[config.mk]
export PLATFORM = sky130hd
export DESIGN_NAME = dct2d_seq_ctrl
export DESIGN_NICKNAME = d
export VERILOG_FILES = /design/src/rtl/dct2d_seq_ctrl.sv
export SDC_FILE = /design/constraint.sdc
export NUM_CORES = 1
export LEC_CHECK = 0
export ABC_AREA = 1
export CORE_MARGIN = 2
export CORE_UTILIZATION = 57
export DETAILED_ROUTE_END_ITERATION = 10
export PLACE_DENSITY = 0.84
export SKIP_CTS_REPAIR_TIMING = 1
export SKIP_LAST_GASP = 1
export SLEW_MARGIN = 20
export SYNTH_ARGS = -nofsm -noshare
export SYNTH_HDL_FRONTEND = slang
export SYNTH_SLANG_ARGS = --single-unit
[constraint.sdc]
create_clock -name clk -period 3.3 [get_ports clk]
set_clock_uncertainty 0.1 [all_clocks]
set_input_delay 0.66 -clock clk [delete_from_list [all_inputs] [get_ports clk]]
set_output_delay 0.66 -clock clk [all_outputs]
set_load 0.005 [all_outputs]
[src/rtl/dct2d_seq_ctrl.sv]
// dct2d_seq_ctrl
// Block sequencer for the 4x4 2D DCT pipeline (row DCT -> transpose -> column DCT).
// A start/ready handshake launches one block. An explicit FSM then walks through
// the load, stage-1 latency, transpose, gap, stage-2, drain and done phases.
// Every output is a flop loaded from the next-state decode, so the strobes line up
// with the state register and no input reaches an output combinationally.

module dct2d_seq_ctrl #(
   parameter int LOAD_CYCLES  = 4,
   parameter int S1_LAT       = 92,
   parameter int TRANS_CYCLES = 4,
   parameter int GAP          = 1,
   parameter int S2_CYCLES    = 17,
   parameter int OUT_LAT      = 8,
   parameter int CNT_W        = 10,
   parameter int BLK_W        = 16
) (
   input  logic             clk,
   input  logic             rst_n,
   input  logic             start,
   input  logic             clr,
   output logic             ready,
   output logic             busy,
   output logic [3:0]       wen_s1,
   output logic             tr_valid,
   output logic [3:0]       wen_s2,
   output logic             done,
   output logic [BLK_W-1:0] blk_cnt,
   output logic [2:0]       state_dbg
);

   typedef enum logic [2:0] {
      S_IDLE   = 3'd0,
      S_LOAD   = 3'd1,
      S_WAIT1  = 3'd2,
      S_TRANS  = 3'd3,
      S_WAIT2  = 3'd4,
      S_STAGE2 = 3'd5,
      S_DRAIN  = 3'd6,
      S_DONE   = 3'd7
   } state_t;

   // Phase lengths. A zero-length optional phase is skipped entirely, so its
   // terminal count defaults to zero and is never compared.
   localparam int WAIT1_LEN = S1_LAT - LOAD_CYCLES;
   localparam int DRAIN_LEN = OUT_LAT - 1;

   localparam logic [CNT_W-1:0] LOAD_LAST   = CNT_W'(LOAD_CYCLES - 1);
   localparam logic [CNT_W-1:0] WAIT1_LAST  = CNT_W'((WAIT1_LEN > 0) ? WAIT1_LEN - 1 : 0);
   localparam logic [CNT_W-1:0] TRANS_LAST  = CNT_W'(TRANS_CYCLES - 1);
   localparam logic [CNT_W-1:0] WAIT2_LAST  = CNT_W'((GAP > 0) ? GAP - 1 : 0);
   localparam logic [CNT_W-1:0] STAGE2_LAST = CNT_W'(S2_CYCLES - 1);
   localparam logic [CNT_W-1:0] DRAIN_LAST  = CNT_W'((DRAIN_LEN > 0) ? DRAIN_LEN - 1 : 0);

   // Successors of the phases that may be followed by a skipped phase.
   localparam state_t AFTER_LOAD   = (WAIT1_LEN > 0) ? S_WAIT1 : S_TRANS;
   localparam state_t AFTER_TRANS  = (GAP > 0)       ? S_WAIT2 : S_STAGE2;
   localparam state_t AFTER_STAGE2 = (DRAIN_LEN > 0) ? S_DRAIN : S_DONE;

   state_t           state_q;
   state_t           state_d;
   logic [CNT_W-1:0] cnt_q;
   logic             phase_last;
   logic             blk_inc;

   // Flag the final cycle of the current phase from the phase counter.
   always_comb begin
      phase_last = 1'b0;
      unique case (state_q)
         S_IDLE:   phase_last = 1'b0;
         S_LOAD:   phase_last = (cnt_q == LOAD_LAST);
         S_WAIT1:  phase_last = (cnt_q == WAIT1_LAST);
         S_TRANS:  phase_last = (cnt_q == TRANS_LAST);
         S_WAIT2:  phase_last = (cnt_q == WAIT2_LAST);
         S_STAGE2: phase_last = (cnt_q == STAGE2_LAST);
         S_DRAIN:  phase_last = (cnt_q == DRAIN_LAST);
         S_DONE:   phase_last = 1'b1;
         default:  phase_last = 1'b0;
      endcase
   end

   // Next-state selection: clr aborts any busy phase and also blocks a start in IDLE.
   always_comb begin
      state_d = state_q;
      blk_inc = 1'b0;
      if (state_q == S_IDLE) begin
         if (start && !clr) begin
            state_d = S_LOAD;
         end
      end else if (clr) begin
         state_d = S_IDLE;
      end else if (phase_last) begin
         unique case (state_q)
            S_LOAD:   state_d = AFTER_LOAD;
            S_WAIT1:  state_d = S_TRANS;
            S_TRANS:  state_d = AFTER_TRANS;
            S_WAIT2:  state_d = S_STAGE2;
            S_STAGE2: state_d = AFTER_STAGE2;
            S_DRAIN:  state_d = S_DONE;
            S_DONE: begin
               state_d = S_IDLE;
               blk_inc = 1'b1;
            end
            default:  state_d = S_IDLE;
         endcase
      end
   end

   // State register and phase counter; the counter restarts on every state entry.
   always_ff @(posedge clk or negedge rst_n) begin
      if (!rst_n) begin
         state_q <= S_IDLE;
         cnt_q   <= '0;
      end else begin
         state_q <= state_d;
         if ((state_d != state_q) || (state_d == S_IDLE)) begin
            cnt_q <= '0;
         end else begin
            cnt_q <= cnt_q + 1'b1;
         end
      end
   end

   // Completed-block counter, bumped only on a normal exit from DONE; wraps naturally.
   always_ff @(posedge clk or negedge rst_n) begin
      if (!rst_n) begin
         blk_cnt <= '0;
      end else if (blk_inc) begin
         blk_cnt <= blk_cnt + 1'b1;
      end
   end

   // Output flops decoded from the next state so they track the state register exactly.
   always_ff @(posedge clk or negedge rst_n) begin
      if (!rst_n) begin
         ready     <= 1'b1;
         busy      <= 1'b0;
         wen_s1    <= 4'h0;
         tr_valid  <= 1'b0;
         wen_s2    <= 4'h0;
         done      <= 1'b0;
         state_dbg <= 3'd0;
      end else begin
         ready     <= (state_d == S_IDLE);
         busy      <= (state_d != S_IDLE);
         wen_s1    <= (state_d == S_LOAD)   ? 4'hF : 4'h0;
         tr_valid  <= (state_d == S_TRANS);
         wen_s2    <= (state_d == S_STAGE2) ? 4'hF : 4'h0;
         done      <= (state_d == S_DONE);
         state_dbg <= state_d;
      end
   end

endmodule

==> results of run 1 <==
-- placed cells by master (no fill, tap or decap), types with 2 or more instances in the layout --
cell and count:
clkbuf_8 7, clkdlybuf4s50_1 34, dfrtp_1 34, ha_1 8, inv_1 30, nand2_1 54, nand2_4 7, nand3_1 19
nand3_2 3, nand4_1 9, nor2_1 16, nor2_2 14, nor2_4 2, nor3_1 9, nor3b_1 2, nor4_1 2
o21ai_0 5, xnor2_1 5, xor2_1 17
-- final timing paths --
kind	start	end	slack (ns)	cells after the start
max	state_dbg[0]	cnt_q[3]	0.68	18
min	blk_cnt[8]	blk_cnt[8]	0.41	1
max reg2reg	state_dbg[0]	cnt_q[3]	0.68	18
min reg2reg	blk_cnt[8]	blk_cnt[8]	0.41	1
max in group asynchronous	rst_n	ready	2.10	2
min in group asynchronous	rst_n	blk_cnt[9]	0.67	2
-- cell type report --
| cell class | instances | share of cell area |
|---|---|---|
| Sequential cell | 35 | 0.337 |
| Timing Repair Buffer | 35 | 0.134 |
| Inverter | 33 | 0.0505 |
| Clock buffer | 7 | 0.0370 |
| Tap cell | 48 | 0.0231 |
| Clock inverter | 1 | 0.00289 |
| Multi-Input combinational cell | 178 | 0.416 |
-- power groups by stage --
| stage | registers, µW | logic, µW | clock network, µW |
|---|---|---|---|
| 4_1_cts | 504 | 432 | 352 |
| 2_1_floorplan | 507 | 303 | 0 |
| 3_3_place_gp | 510 | 423 | 0 |
| 5_1_grt | 508 | 479 | 370 |
| 3_5_place_dp | 511 | 430 | 0 |
| 6_report | 504 | 427 | 345 |
-- per-layer routing --
layer / global-route usage / vias to the layer above / wire length (µm)
met5: 0 / - / 0
met4: 0.0729 / 0 / 74
met3: 0.0497 / 9 / 199
met2: 0.364 / 53 / 2020
met1: 0.294 / 808 / 1990
li1: - / 868 / -
-- through the flow --
stage / setup slack, ns / power (µW) / utilization
final: 0.676 / 1280 / 0.716
after global routing: 0.391 / 1360 / 0.716
after CTS: 0.646 / 1290 / 0.716
after detailed placement: 0.685 / 941 / 0.687
after global placement: 0.736 / 934 / 0.687
after floorplan: 1.03 / 810 / -
-- synthesized netlist by cell type, drive strengths merged --
library cell | count | area [µm²]
nand2 | 62 | 288
dfrtp | 34 | 851
inv | 32 | 123
nor2 | 32 | 170
nand3 | 23 | 143
xor2 | 17 | 149
nand4 | 10 | 68.8
nor3 | 9 | 45.0
ha | 8 | 100
buf | 7 | 56.3
o21ai | 6 | 33.8
xnor2 | 5 | 43.8
nor3b | 2 | 15.0
nor4 | 2 | 12.5
a21oi | 1 | 5.00
clkinv | 1 | 8.76
dfstp | 1 | 26.3
nand3b | 1 | 7.51
-- cell families (layout without fill, tap and decap cells) --
family / count (synthesis) / count (layout) / share of synthesized area
flip-flops: 35 / 35 / 0.409
adder cells (fa/ha/maj): 8 / 8 / 0.0466
buffers and inverters: 40 / 76 / 0.0875
AND/OR/NAND/NOR: 141 / 141 / 0.349
AO/OA/AOI/OAI: 7 / 7 / 0.0181
XOR/XNOR: 22 / 22 / 0.0898
-- flip-flops by register name, summed over array words and instances, names as in the netlist --
signal,count
done,1
wen_s1,1
wen_s2,1
cnt_q,10
busy,1
blk_cnt,16
state_dbg,3
tr_valid,1
ready,1
-- worst max-delay path: cells and delay by family (launching register included) --
kind	cells	cell delay [ns]
adder cells (fa/ha/maj)	1	0.33
AND/OR/NAND/NOR	15	1.39
flip-flops	1	0.47
buffers and inverters	2	0.26
==> flow_summary.yaml, run 1 <==
status:
  run_status: "finished clean"
worst_setup_path:
  timing.critical_path.arrival_ns: 2.74
  critical-path-max-stage-delay_ns: 0.47
  cp.required_ns: 3.41
  cp-end-kind: "register"
  crit_type: "register to register"
  critical_path.slowest_cell: "dfrtp_1"
  worst-path-max-fanout: 10
  cp-start-kind: "register"
  worstPathCellList: "inv_1, ha_1, nand2_4, nand2_1, nand2_1, nand2_1, nand2_1, nor2_2, nand3_2, nand2_4, nand2_4, clkinv_4, nor2_2, nor2_4, nor2_2, nand2_4, nand3_4, nor2_2"
clock_network:
  clock_insertion_delay_worst_skew_ns: 0.29
  tritoncts: "built"
  cts_buffer_depth: 2
  cts.reportedPaths.clkPinSlew_ns: 0.07
  clock_sinks: 35
  cts_buffers: 5
  htree_levels: 2
  clk_root_buffer_cell: "clkbuf_8"
placement:
  gp_routability_congestion: 0.842
  placed_cell_area_mm2: 0.00250
  numPortBuffers: 34
  number_of_cells_after_detailed_placement: 329
  detailed_place_hpwl_um: 3090
global_route:
  grt.total_usage: 0.222
  grt_pass1_vias: 1653
  grt_max_degree: 36
  overflow: 0
  antenna_found_initial: 0
  grt_first_pass_wirelength_um: 7280
floorplanning:
  std_cell_rows: 22
  height_of_the_chip_um: 65.4
  core-area_mm2: 0.00363
  die_area_mm2: 0.00427
  die_w_um: 65.4
  design.portCount: 35
  floorplan.initialDensity: 0.591
route:
  drt_wl_total_um: 4280
  avgRoutedWirePerCell_um: 12.7
  detail_route.iter0.violations: 131
  drc_violations_left: 0
  dr_vias: 1738
  final_antenna_net_count: 0
  drtPass1Iterations: 4
  vias_per_cell: 5.16
synth:
  mappedNetlistNets: 265
  mappedNetlistArea_mm2: 0.00215
  yosysUniqueCellTypes: 29
  ys_warn_count: 0
  register_bit_count_reported_by_yosys: 35
  post_synth.cell_area_avg_um2: 8.48
  synth_sequential_area_ratio: 0.409
  synth_cells: 253
pwr:
  power.internal_uw: 833
  clk_network_pwr_share: 0.270
  power_leakage_uw: 0.00128
  seqPwrFrac: 0.395
  power-per-cell-area_mw_per_mm2: 491
  power.switching_uw: 443
  comb_power_share: 0.335
  switching_share: 0.347
  vdd_drop_max_mv: 0.375
sta:
  drv_slew: 0
  timing.max_slew.rel_slack: 0.674
  final.period_utilization: 0.795
  period_needed_ns: 2.62
  report.final.hold_viol_count: 0
  fmax_ghz: 0.381
  fin_worst_hold_slack_ns: 0.411
  tightest_slew_ns: 0.489
  rsz0062_at_grt: "false"
  finalSetupTns_ns: 0
  finalSetupViolCount: 0
job:
  max_cap_viol_count: 0
cells_and_area:
  finish.net_count: 300
  finish.instance_area_mm2: 0.00260
  syn_to_final_growth_pct: 21.2
  multi_input_area_mm2: 0.00108
  area.sequential_um2: 877
  layout-drive-gt1-share: 0.149
  final_cells: 337
  fill_cells: 301
  n_antenna_cell: 0
min_path:
  hold_path.class: "register to register"
Power figures use the tool's default switching activity.
==> run 2: changes to the inputs <==
--- a/config.mk
+++ b/config.mk
@@ -7,9 +7,9 @@
 export LEC_CHECK = 0
 export ABC_AREA = 1
 export CORE_MARGIN = 2
-export CORE_UTILIZATION = 57
+export CORE_UTILIZATION = 48
 export DETAILED_ROUTE_END_ITERATION = 10
-export PLACE_DENSITY = 0.84
+export PLACE_DENSITY = 0.76
 export SKIP_CTS_REPAIR_TIMING = 1
 export SKIP_LAST_GASP = 1
 export SLEW_MARGIN = 20
==> constraint.sdc (replaced) <==
create_clock -name clk -period 2.2 [get_ports clk]
set_clock_uncertainty 0.1 [all_clocks]
set_input_delay 0.44 -clock clk [delete_from_list [all_inputs] [get_ports clk]]
set_output_delay 0.44 -clock clk [all_outputs]
set_load 0.005 [all_outputs]
==> run 2 against run 1 <==
Net effect:
- the flow now finishes with violations (negative setup slack)
- power increased by 74%
- register-to-register slack got worse by 0.89 ns
- sequential share of layout area decreased by 4.5 points
- first-iteration DRC count decreased by 34%
==> flow_summary.yaml, run 2 (same netlist as run 1, synthesis figures left out) <==
worst_setup_path:
  critical_path.reg2reg.endpoint: "cnt_q[3]"
  r2r-start: "state_dbg[1]"
  critPathLaunch: "state_dbg[1]"
  cp-end-kind: "register"
  crit_type: "register to register"
  regToRegSetupSlack_ns: -0.22
  timing.critical_path.arrival_ns: 2.54
  cp-start-kind: "register"
  worst-path-max-fanout: 6
  number_of_cell_instances_on_the_worst_register_to_register_path: 18
  cp.required_ns: 2.32
sta:
  period_needed_ns: 2.42
  tightest_slew_ns: 0.509
  report.final.hold_viol_count: 0
  timing.max_slew.rel_slack: 0.660
  drv_slew: 0
  fin_worst_hold_slack_ns: 0.402
  post-route-worst-setup-slack_ns: -0.218
  final.period_utilization: 1.10
  finalSetupTns_ns: -2.84
  fmax_ghz: 0.413
  finalSetupViolCount: 25
  rsz0062_at_grt: "true"
min_path:
  min_delay_worst_endpoint: "blk_cnt[8]"
  hold_path_depth: 1
  holdCritStartpoint: "blk_cnt[8]"
  hold_path.class: "register to register"
floorplanning:
  height_of_the_chip_um: 70.9
  design.portCount: 35
  std_cell_rows: 24
  floorplan.initialDensity: 0.496
  die_area_mm2: 0.00502
  die_w_um: 70.9
  core-area_mm2: 0.00432
clock_network:
  cts_buffers: 5
  clk_root_buffer_cell: "clkbuf_8"
  clock_insertion_delay_worst_skew_ns: 0.29
  tritoncts: "built"
  clock_sinks: 35
  cts_buffer_depth: 2
  cts.reportedPaths.clkPinSlew_ns: 0.07
  htree_levels: 2
pwr:
  power_leakage_uw: 0.00141
  power-per-cell-area_mw_per_mm2: 740
  vdd_drop_max_mv: 0.366
  p_total_uw: 2230
global_route:
  antenna_found_initial: 0
  grt_first_pass_wirelength_um: 7740
  grt_pass1_vias: 1791
  overflow: 0
  grt_max_degree: 36
  grt.total_usage: 0.194
cells_and_area:
  register_with_the_most_flip_flops: "blk_cnt"
  n_antenna_cell: 0
  layout_common_cells: "nand2_1, clkdlybuf4s50_1, dfrtp_1"
  finish.instance_area_mm2: 0.00301
  finish.net_count: 325
  layout.cells.most_common: "nand2_1"
  max_reg_flops: 16
  layout_top_registers: "blk_cnt: 16 flops, cnt_q: 10 flops, state_dbg: 3 flops"
  syn_to_final_growth_pct: 40.1
  layout-drive-gt1-share: 0.309
placement:
  detailed_place_hpwl_um: 3430
  numPortBuffers: 34
  placed_cell_area_mm2: 0.00266
  gp_routability_congestion: 0.907
route:
  drc_violations_left: 0
  vias_per_cell: 5.14
  avgRoutedWirePerCell_um: 13.8
  drtPass1Iterations: 4
  detail_route.iter0.violations: 87
  dr_vias: 1880
  drt_wl_total_um: 5040
  final_antenna_net_count: 0
job:
  max_cap_viol_count: 0
status:
  run_status: "finished, violations left"
  violations: "negative setup slack"
-- run 2: cell types whose count changed in the layout (fill, tap and decap cells not counted), sizes merged --
cell      previous run  this run
buf                  1        25
bufinv               0         1
clkinvlp             1         0
clkbuf               7         5
nand3               23        24
clkinv               1         3
-- run 2: worst max-delay path by stage --
stage,endpoint,slack (ns)
after floorplan,cnt_q[4],0.003
after global placement,cnt_q[4],-0.14
after detailed placement,cnt_q[4],-0.20
after CTS,blk_cnt[12],-0.21
after global routing,cnt_q[3],-0.37
final,cnt_q[3],-0.22
-- run 2: through the flow --
step | util | instances | setup slack, ns
after floorplan | - | 253 | 0.00327
after global placement | 0.615 | 353 | -0.135
after detailed placement | 0.615 | 353 | -0.201
after CTS | 0.641 | 361 | -0.213
after global routing | 0.695 | 366 | -0.370
final | 0.695 | 366 | -0.218
-- run 2: layout make-up --
| cell class | count | area, µm² |
|---|---|---|
| clock buffer | 5 | 68.8 |
| fill | 316 | 1320 |
| multi-input combinational | 179 | 1260 |
| tap | 52 | 65.1 |
| sequential | 35 | 880 |
| timing repair buffer | 59 | 551 |
| clock inverter | 3 | 43.8 |
| inverter | 33 | 139 |
-- run 2: worst max-delay path: stages (launching register included) --
cell	delay, ns
dfrtp_2	0.46
inv_2	0.10
ha_4	0.16
nand2_4	0.08
nor2_2	0.11
nand2_1	0.05
nand2_1	0.05
nand2_1	0.06
nor2_2	0.11
nand3_2	0.09
nand2_4	0.10
nand2_4	0.07
nand2_2	0.07
nand3_2	0.09
nand3_2	0.09
nand2_2	0.07
nor2_4	0.19
nand3_4	0.16
nor2_2	0.13
-- run 2: power breakdown --
| group | switching (µW) | internal (µW) |
|---|---|---|
| Sequential | 43.6 | 704 |
| Combinational | 501 | 401 |
| Clock | 238 | 337 |
-- run 2: layer usage --
layer | share of wire | global-route usage
met1 | 0.43 | 0.250
met2 | 0.51 | 0.323
met3 | 0.044 | 0.0328
met4 | 0.015 | 0.0797
met5 | 0 | 0
==> run 3: changes to the inputs <==
--- a/config.mk
+++ b/config.mk
@@ -7,9 +7,8 @@
 export LEC_CHECK = 0
 export ABC_AREA = 1
 export CORE_MARGIN = 2
-export CORE_UTILIZATION = 48
+export CORE_UTILIZATION = 30
 export DETAILED_ROUTE_END_ITERATION = 10
-export PLACE_DENSITY = 0.76
 export SKIP_CTS_REPAIR_TIMING = 1
 export SKIP_LAST_GASP = 1
 export SLEW_MARGIN = 20
==> run 3 against run 2 <==
Net effect:
- first-iteration DRC count fell by 3.4%
- critical path depth fell by 4
- via count fell by 3.6%
- clock-buffer cell count did not move
- global-route usage fell by 5.9 points
- power rose by 2.6%
- sequential power rose by 0.7%
- combinational power rose by 5.2%
- the run still ends with negative setup slack left
- fmax rose by 2.2%
- critical path type unchanged
- worst hold slack got worse by 0.0026 ns
==> flow_summary.yaml, run 3 (same netlist as run 1, synthesis figures left out) <==
cells_and_area:
  n_antenna_cell: 0
  max_reg_flops: 16
  final_cells: 413
  layout.cells.most_common: "nand2_1"
  layout-drive-gt1-share: 0.306
  finish.net_count: 328
  register_with_the_most_flip_flops: "blk_cnt"
  layout_top_registers: "blk_cnt: 16 flops, cnt_q: 10 flops, state_dbg: 3 flops"
  syn_to_final_growth_pct: 41.0
  layout_common_cells: "nand2_1, clkdlybuf4s50_1, dfrtp_1"
  fill_cells: 666
clock_network:
  cts_buffer_depth: 2
  tritoncts: "built"
  clock_sinks: 35
  clk_root_buffer_cell: "clkbuf_8"
  htree_levels: 2
  clock_insertion_delay_worst_skew_ns: 0.29
  cts_buffers: 5
  cts.reportedPaths.clkPinSlew_ns: 0.07
sta:
  finalSetupTns_ns: -1.69
  report.final.hold_viol_count: 0
  tightest_slew_ns: 0.445
  finalSetupViolCount: 19
  rsz0062_at_grt: "true"
  timing.max_slew.rel_slack: 0.704
  post-route-worst-setup-slack_ns: -0.166
  final.period_utilization: 1.08
  period_needed_ns: 2.37
  drv_slew: 0
  fmax_ghz: 0.423
floorplanning:
  die_area_mm2: 0.00785
  core-area_mm2: 0.00687
  die_w_um: 88.6
  design.portCount: 35
  std_cell_rows: 30
  floorplan.initialDensity: 0.312
  height_of_the_chip_um: 88.6
route:
  drt_wl_total_um: 4970
  avgRoutedWirePerCell_um: 12.0
  drtPass1Iterations: 4
  vias_per_cell: 4.39
  drc_violations_left: 0
  final_antenna_net_count: 0
  detail_route.iter0.violations: 84
  dr_vias: 1813
pwr:
  power_leakage_uw: 0.00142
  power-per-cell-area_mw_per_mm2: 754
  vdd_drop_max_mv: 0.415
global_route:
  overflow: 0
  grt_pass1_vias: 1829
  grt_max_degree: 36
  antenna_found_initial: 0
  grt.total_usage: 0.134
  grt_first_pass_wirelength_um: 8220
status:
  run_status: "finished, violations left"
  violations: "negative setup slack"
worst_setup_path:
  cp-start-kind: "register"
  regToRegSetupSlack_ns: -0.17
  cp-end-kind: "register"
  timing.critical_path.arrival_ns: 2.49
  worst-path-max-fanout: 5
  crit_type: "register to register"
  cp.required_ns: 2.32
placement:
  numPortBuffers: 34
  detailed_place_hpwl_um: 3520
  gp_routability_congestion: 0.864
  number_of_cells_after_detailed_placement: 397
min_path:
  hold_path.class: "register to register"
job:
  max_cap_viol_count: 0
-- run 3: cell types whose count changed in the layout (fill, tap and decap cells not counted), moves of 2 or more --
cell | before | now
buf_4 | 19 | 26
buf_6 | 6 | 2
inv_4 | 1 | 3
nand2_1 | 45 | 49
nand2_2 | 8 | 6
nand3_2 | 7 | 9
nor2_2 | 17 | 15
nor2_4 | 4 | 6
-- run 3: final timing paths --
kind	cells past startpoint	endpoint	start
worst max-delay path	14	cnt_q[6]	state_dbg[0]
min in group asynchronous	2	blk_cnt[1]	rst_n
worst min register to register	1	blk_cnt[8]	blk_cnt[8]
max in group asynchronous	2	ready	rst_n
worst min-delay path	1	blk_cnt[8]	blk_cnt[8]
worst max register to register	14	cnt_q[6]	state_dbg[0]
-- run 3: worst max-delay path: stages (launching register included) --
cell and delay [ns]:
dfrtp_2 0.45, inv_4 0.07, buf_4 0.13, ha_1 0.20, buf_4 0.13, nand2_1 0.14, inv_1 0.09, nor2_1 0.14
buf_4 0.15, nand3_2 0.10, nand3_2 0.08, nand2_2 0.07, nor2_4 0.17, nand3_4 0.15, nor2_2 0.13
-- run 3: where the power goes --
part,internal [µW],switching [µW],leakage [µW]
Sequential,705,48.3,0.000431
Clock,337,242,0.0000581
Combinational,447,503,0.000927
Total,1490,793,0.00142
-- run 3: cell type report --
| type | instances | area (µm²) | area share |
|---|---|---|---|
| repair buffers | 62 | 558 | 0.184 |
| multi-input cells | 179 | 1220 | 0.402 |
| clock inverters | 3 | 43.8 | 0.0145 |
| inverters | 33 | 136 | 0.0451 |
| well taps | 96 | 120 | 0.0397 |
| clock buffers | 5 | 68.8 | 0.0227 |
| flip-flops and latches | 35 | 881 | 0.291 |
-- run 3: stage by stage --
step           hold slack (ns)  instance area [µm²]   util  total power, µW  setup WS (ns)
2_1_floorplan           0.0444                 2150      -             1220        0.00327
3_3_place_gp             0.394                 2710  0.395             1540         -0.224
3_5_place_dp             0.384                 2710  0.395             1540         -0.261
4_1_cts                  0.401                 2830  0.411             2140         -0.290
5_1_grt                  0.426                 3030  0.440             2450         -0.349
6_report                 0.400                 3030  0.440             2280         -0.166
-- run 3: metal layers --
metal	global-route usage	vias to the layer above	routed length, µm
li1	-	927	-
met1	0.182	855	2340
met2	0.214	25	2430
met3	0.0308	6	147
met4	0.0427	0	60
met5	0	-	0
